--- src/rtl/cpu_types_pkg.sv ---
// cpu_types_pkg: shared CPU datapath types for the fetch front end.
//   Data/Addr/Instr : 32-bit words
//   Bool            : single-bit flag
//   NOP             : canonical RV32 no-op (addi x0, x0, 0)
//   FetchEntry      : one prefetch slot {pc, instr, filled}
package cpu_types_pkg;

  typedef logic [31:0] Data;
  typedef logic [31:0] Addr;
  typedef logic [31:0] Instr;
  typedef logic        Bool;

  localparam Instr NOP = 32'h0000_0013;

  typedef struct packed {
    Addr  pc;
    Instr instr;
    Bool  filled;
  } FetchEntry;

endpackage

--- src/rtl/fetch_slot_buffer.sv ---
// fetch_slot_buffer: DEPTH-entry circular buffer of fetch slots.
// A slot is allocated (pc known, instruction pending) when its request is
// issued. Slots are filled strictly in allocation order and popped from the
// head once filled. Flush empties the buffer in one cycle.
// Ports:
//   clk, reset          clock, synchronous active-high reset
//   flush               discard every slot (takes priority over alloc/fill/pop)
//   alloc, alloc_pc     append a new unfilled slot at the tail
//   fill, fill_instr    write instruction into the oldest unfilled slot
//   pop                 remove the head slot
//   head_pc/head_instr  head slot contents
//   head_filled         buffer non-empty and head slot filled
//   count               occupied slots (0..DEPTH)
//   unfilled            allocated slots still awaiting their instruction
module fetch_slot_buffer
  import cpu_types_pkg::*;
#(
  parameter int XLEN  = 32,
  parameter int DEPTH = 4
) (
  input  logic                      clk,
  input  logic                      reset,
  input  logic                      flush,
  input  logic                      alloc,
  input  logic [XLEN-1:0]           alloc_pc,
  input  logic                      fill,
  input  Instr                      fill_instr,
  input  logic                      pop,
  output logic [XLEN-1:0]           head_pc,
  output Instr                      head_instr,
  output logic                      head_filled,
  output logic [$clog2(DEPTH):0]    count,
  output logic [$clog2(DEPTH):0]    unfilled
);

  localparam int AW = $clog2(DEPTH);
  localparam int CW = AW + 1;

  logic [XLEN-1:0]  pc_mem    [DEPTH];
  Instr             instr_mem [DEPTH];
  logic [DEPTH-1:0] filled_mem;
  logic [AW-1:0]    head, tail, fill_ptr;

  // Control: pointers wrap naturally because DEPTH is a power of two.
  always_ff @(posedge clk) begin
    if (reset || flush) begin
      head     <= '0;
      tail     <= '0;
      fill_ptr <= '0;
      count    <= '0;
      unfilled <= '0;
    end else begin
      if (alloc) tail     <= tail + AW'(1);
      if (fill)  fill_ptr <= fill_ptr + AW'(1);
      if (pop)   head     <= head + AW'(1);
      count    <= count + CW'(alloc) - CW'(pop);
      unfilled <= unfilled + CW'(alloc) - CW'(fill);
    end
  end

  // Storage: a fill never targets the slot allocated in the same cycle
  // because responses arrive at least one cycle after acceptance.
  always_ff @(posedge clk) begin
    if (alloc) begin
      pc_mem[tail]     <= alloc_pc;
      filled_mem[tail] <= 1'b0;
    end
    if (fill) begin
      instr_mem[fill_ptr]  <= fill_instr;
      filled_mem[fill_ptr] <= 1'b1;
    end
  end

  assign head_pc     = pc_mem[head];
  assign head_instr  = instr_mem[head];
  assign head_filled = (count != '0) && filled_mem[head];

endmodule

--- src/rtl/fetch_prefetch_queue.sv ---
// fetch_prefetch_queue: sequential-PC fetch unit with a DEPTH-entry
// prefetch queue in front of a variable-latency, in-order instruction memory.
// Each queue slot is reserved when its request is accepted, so the number of
// requests in flight never exceeds the free space. After a redirect, responses
// to requests issued before it are counted in drop_cnt and discarded.
// Ports:
//   clk, reset                     clock, synchronous active-high reset
//   imem_req/imem_addr             request valid / address (= fetch PC)
//   imem_ready                     memory accepts the request this cycle
//   imem_rvalid/imem_rdata         in-order response
//   jump_enable/jump_address       redirect from exec (low two bits ignored)
//   stall                          decode cannot consume
//   instruction_out/address_out    head entry
//   next_address_out               address_out + 4
//   valid_out                      head filled and no redirect this cycle
// Optional build macro FETCH_PERF_CNT_EN adds perf_fetched / perf_flushed.
module fetch_prefetch_queue
  import cpu_types_pkg::*;
#(
  parameter int              XLEN     = 32,
  parameter int              DEPTH    = 4,
  parameter logic [XLEN-1:0] RESET_PC = '0
) (
  input  logic            clk,
  input  logic            reset,
  output logic            imem_req,
  output logic [XLEN-1:0] imem_addr,
  input  logic            imem_ready,
  input  logic            imem_rvalid,
  input  logic [31:0]     imem_rdata,
  input  logic            jump_enable,
  input  logic [XLEN-1:0] jump_address,
  input  logic            stall,
  output logic [31:0]     instruction_out,
  output logic [XLEN-1:0] address_out,
  output logic [XLEN-1:0] next_address_out,
  output logic            valid_out
`ifdef FETCH_PERF_CNT_EN
  ,
  output logic [31:0]     perf_fetched,
  output logic [31:0]     perf_flushed
`endif
);

  localparam int AW = $clog2(DEPTH);
  localparam int CW = AW + 1;

  logic [XLEN-1:0] fetch_pc;
  logic [CW-1:0]   drop_cnt, count, unfilled;
  logic [CW:0]     credit_used;
  logic            alloc, fill, pop, head_filled;
  logic [XLEN-1:0] head_pc;
  Instr            head_instr;

  // Credit covers both live slots and responses still owed to flushed requests.
  assign credit_used = {1'b0, count} + {1'b0, drop_cnt};
  assign imem_req    = !reset && !jump_enable && (credit_used < (CW+1)'(DEPTH));
  assign imem_addr   = fetch_pc;
  assign alloc       = imem_req && imem_ready;
  assign fill        = imem_rvalid && (drop_cnt == '0) && !jump_enable && !reset;
  assign valid_out   = !reset && !jump_enable && head_filled;
  assign pop         = valid_out && !stall;

  assign instruction_out  = reset ? '0 : head_instr;
  assign address_out      = reset ? '0 : head_pc;
  assign next_address_out = reset ? '0 : head_pc + XLEN'(4);

  fetch_slot_buffer #(.XLEN(XLEN), .DEPTH(DEPTH)) u_slots (
    .clk         (clk),
    .reset       (reset),
    .flush       (jump_enable),
    .alloc       (alloc),
    .alloc_pc    (fetch_pc),
    .fill        (fill),
    .fill_instr  (imem_rdata),
    .pop         (pop),
    .head_pc     (head_pc),
    .head_instr  (head_instr),
    .head_filled (head_filled),
    .count       (count),
    .unfilled    (unfilled)
  );

  always_ff @(posedge clk) begin
    if (reset)            fetch_pc <= RESET_PC;
    else if (jump_enable) fetch_pc <= jump_address & ~XLEN'(3);
    else if (alloc)       fetch_pc <= fetch_pc + XLEN'(4);
  end

  // On redirect every unfilled slot still owes a response; one returning in
  // the jump cycle itself settles one of them (or an older dropped one).
  always_ff @(posedge clk) begin
    if (reset)
      drop_cnt <= '0;
    else if (jump_enable)
      drop_cnt <= drop_cnt + unfilled - CW'(imem_rvalid);
    else if (imem_rvalid && (drop_cnt != '0))
      drop_cnt <= drop_cnt - CW'(1);
  end

  assert property (@(posedge clk) disable iff (reset) drop_cnt <= CW'(DEPTH));

`ifdef FETCH_PERF_CNT_EN
  always_ff @(posedge clk) begin
    if (reset) begin
      perf_fetched <= '0;
      perf_flushed <= '0;
    end else begin
      if (pop)         perf_fetched <= perf_fetched + 32'd1;
      if (jump_enable) perf_flushed <= perf_flushed + 32'(count) + 32'(imem_rvalid);
    end
  end
`endif

endmodule

--- config.mk ---
export PLATFORM = sky130hd
export DESIGN_NAME = fetch_prefetch_queue
export DESIGN_NICKNAME = d
export VERILOG_FILES = /design/src/rtl/cpu_types_pkg.sv /design/src/rtl/fetch_slot_buffer.sv /design/src/rtl/fetch_prefetch_queue.sv
export SDC_FILE = /design/constraint.sdc
export NUM_CORES = 1
export LEC_CHECK = 0
export BUFFER_PORTS_ARGS = -buffer_cell sky130_fd_sc_hd__buf_4
export CORE_ASPECT_RATIO = 1.2
export CORE_MARGIN = 1.5
export CORE_UTILIZATION = 28
export CTS_BUF_LIST = sky130_fd_sc_hd__clkbuf_4 sky130_fd_sc_hd__clkbuf_8 sky130_fd_sc_hd__clkbuf_16
export CTS_CLUSTER_DIAMETER = 30
export CTS_CLUSTER_SIZE = 14
export DETAILED_ROUTE_END_ITERATION = 8
export SLEW_MARGIN = 10
export SYNTH_ARGS = -nofsm -noshare
export SYNTH_HDL_FRONTEND = slang
export SYNTH_SLANG_ARGS = --single-unit
--- constraint.sdc ---
create_clock -name clk -period 9.05 [get_ports clk]
set_clock_uncertainty 0.05 [all_clocks]
set_input_delay 0.905 -clock clk [delete_from_list [all_inputs] [get_ports clk]]
set_output_delay 0.905 -clock clk [all_outputs]
set_load 0.02 [all_outputs]
==> flow_metrics.tcl <==
set metrics [dict create \
    status "complete, no violations" \
    drive_gt1_share_pct 31.9 \
    wl_per_cell_um 18.8 \
    leakagePower_nw 6.07 \
    die_h_um 239 \
    holdWs_ps 408 \
    cts_sinks 299 \
    syn_area_um2 13000 \
    drt-vias-per-instance 4.60 \
    slew_headroom_pct 34.6 \
    drc 0 \
    cp_common_cell "buf_4" \
    pwr-share-clk_pct 51.4 \
    netlist_instances 864 \
    cts_tree "done" \
    required_ps 8100 \
    cp_slowest_cell "nor4_4" \
    rsz0062_at_grt "no" \
    drtIter0Drc 385 \
    critPathTopFamily "simple AND/OR/NAND/NOR gates" \
    ff2ff_path_depth 9 \
    nNetsFinal 1172 \
    numCtsBuffers 54 \
    post_cts_buffers 0 \
    clk_latency_ps 560 \
    critPathKind "reg2out" \
    grt_pass1_wl_mm 48.8 \
    p_comb_share_pct 8.0 \
    grt_usage_pct 13.7 \
    hold_violations 0 \
    fmax_ghz 0.185 \
    final-setup-viol-count 0 \
    reg2reg_slack_ps 6180 \
    async_flop_share_pct 0 \
    grt_pass1_vias 8058 \
    fin_crit_sh_pct 59.8 \
    area_delta_synth_final_pct 29.9 \
    cp-end-kind "primary output" \
    peakVddDrop_v 0.000113 \
    slew_violations 0 \
    rr_endpoint "u_slots.count[2]$_SDFF_PP0_" \
    synth_edf_count 248 \
    worst_setup_path_start_kind "flip-flop" \
    ys_types 58 \
    grt_max_degree 70 \
    ioPinCount 200 \
    dp_hpwl_mm 21.3 \
    syn_area_per_cell_um2 15.1 \
    ys_warn_count 0 \
    die_w_um 200 \
    ys_ff_latch 299 \
    worst-path-buf-inv 2 \
    num_vias 8011 \
    cts_hold_buffers 0 \
    fin_tns_setup_ps 0 \
    gp_congestion 0.799 \
    first_pass_iters 6 \
    drv_cap 0 \
    timing.critical_path.slowest_cell_delay_ps 720 \
    coreArea_um2 45900 \
    arrival_ps 4460 \
    initial_core_util_pct 28.4 \
    ctsResizeCount 0 \
    switching_power_uw 920 \
    synth-seq-area-share_pct 64.9 \
    fin_ws_ps 3640 \
    seq_power_share_pct 40.5 \
    p_per_area_nw_per_um2 230 \
    crit_path_max_fanout 37 \
    ant_nets 0 \
    antenna_found_initial 0 \
    p_int_mw 2.97 \
    r2r-start "u_slots.head[0]$_SDFFE_PP0P_" \
    place_ws_ps 4090 \
    crit_path_cell_trace "buf_4, mux4_1, nand3_1, nor4_4, and2b_1, and3b_1, mux2_1, buf_4" \
    port_buffers 191 \
    layout_min_cycle_time_ps 5410 \
    crit_path_end "next_address_out[21]" \
    fp-row-count 86 \
    worst-path-stages 8 \
    ys.flop_type "edfxtp_1" \
    cts-root-buf "clkbuf_16" \
    hold_class "reg2reg" \
    drt-total-wl_mm 32.8 \
    tightest_slew_ps 981 \
    gr-total-overflow 0 \
    dieArea_um2 47900 \
    clk_pin_slew_ps 50 \
    clock_path_buffers 3 \
    cts_max_level 2 \
    switching_share_pct 23.6 \
]
how the worst min path moves through the flow:
stage / slack [ps] / cells past startpoint / to / start
floorplan: 370 / 1 / u_slots.filled_mem[2]$_DFF_P_ / u_slots.filled_mem[2]$_DFF_P_
global placement: 380 / 1 / u_slots.filled_mem[3]$_DFF_P_ / u_slots.filled_mem[3]$_DFF_P_
detailed placement: 390 / 1 / u_slots.filled_mem[2]$_DFF_P_ / u_slots.filled_mem[2]$_DFF_P_
CTS: 410 / 1 / u_slots.filled_mem[1]$_DFF_P_ / u_slots.filled_mem[1]$_DFF_P_
global route: 420 / 1 / u_slots.filled_mem[1]$_DFF_P_ / u_slots.filled_mem[1]$_DFF_P_
finish: 410 / 1 / u_slots.filled_mem[2]$_DFF_P_ / u_slots.filled_mem[2]$_DFF_P_
metrics by stage:
step / utilization [%] / std cells / area (µm²) / total power, mW
after floorplan: - / 869 / 13100 / 1.78
after global placement: 32.9 / 1640 / 15100 / 1.91
after detailed placement: 32.9 / 1640 / 15100 / 1.92
after CTS: 36.9 / 1740 / 16900 / 3.94
after global routing: 36.9 / 1740 / 16900 / 4.03
final: 36.9 / 1741 / 16900 / 3.89
synthesized netlist by cell type, drive strengths merged (2+ instances only):
cell type	instances	area [µm²]
mux2	5	56.3
nand2	46	173
a21o	5	37.5
a222oi	2	20.0
a41oi	2	17.5
a211oi	6	45.0
or3	3	18.8
inv	23	86.3
and2	7	43.8
a21oi	16	80.1
and3	11	68.8
mux4	62	1480
xnor2	24	210
nor2b	60	375
a221oi	6	52.6
dfxtp	51	1020
nand4	16	106
nand3	22	125
and4	3	26.3
a31oi	6	37.5
nor3b	3	22.5
or4	3	26.3
fa	3	60.1
nor4	7	58.8
mux2i	6	60.1
buf	22	166
o21ai	13	65.1
or2	3	21.3
edfxtp	248	7450
nor3	13	65.1
ha	19	238
clkbuf	25	93.8
nor2	83	312
nand2b	2	12.5
xor2	26	228
power groups by stage:
stage                     sequential, mW  combinational (mW)  clock [mW]
after floorplan                     1.60               0.182           0
after global placement              1.60               0.311           0
after detailed placement            1.61               0.316           0
after CTS                           1.58               0.318        2.04
after global routing                1.58               0.343        2.11
final                               1.58               0.312        2.00
layout make-up:
| class | instances | area (µm²) |
|---|---|---|
| Clock buffer | 57 | 1390 |
| Multi-Input combinational cell | 500 | 4250 |
| Antenna cell | 1 | 2.50 |
| Clock inverter | 43 | 453 |
| Sequential cell | 299 | 8470 |
| Tap cell | 616 | 771 |
| Fill cell | 4408 | 29000 |
| Inverter | 23 | 86.3 |
| Timing Repair Buffer | 202 | 1520 |
placed cells by master (no fill, tap or decap), types with 7 or more instances in the layout:
master and n:
nor2_1 83, nor3_1 13, inv_1 23, and3_1 11
nand3_1 19, nand2_1 46, buf_4 202, nor2b_1 60
mux4_1 21, ha_1 19, o21ai_0 13, clkbuf_16 55
clkinv_2 10, dfxtp_1 49, xor2_1 26, clkinv_4 8
a21oi_1 16, clkinvlp_4 7, mux4_2 41, xnor2_1 24
edfxtp_1 248, nand4_1 15
per-layer routing:
metal,track usage (%),share of wire (%),routed length (µm),vias up
met2,22.8,50,16300,204
li1,-,-,-,3716
met3,2.27,5.3,1740,58
met1,17.8,43,14000,4033
met4,4.99,2.4,771,0
met5,0,0,0,-
worst reg2reg max path, stage by stage (launching register included):
cell and delay (ps):
dfxtp_1 380, mux4_2 540, o311ai_0 210, nor2_1 270, ha_1 360, nand2b_1 170, fa_1 390, xor2_1 180
xnor2_1 140, nor2_1 50
state kept, by name, indices dropped and copies added (netlist names), named ones only:
name,cells
u_slots.count,3
u_slots.head,2
u_slots.tail,2
u_slots.filled_mem,4
u_slots.instr_mem,128
drop_cnt,3
u_slots.unfilled,3
u_slots.fill_ptr,2
u_slots.pc_mem,120
imem_addr,30
cell families after synthesis:
family | synth area share (%)
XOR/XNOR | 3.36
AND/OR/NAND/NOR | 11.4
flip-flops | 64.9
AO/OA/AOI/OAI | 3.16
adder cells (fa/ha/maj) | 2.28
other | 0.0287
buffers and inverters | 2.66
multiplexers | 12.2
Power figures use the tool's default switching activity.
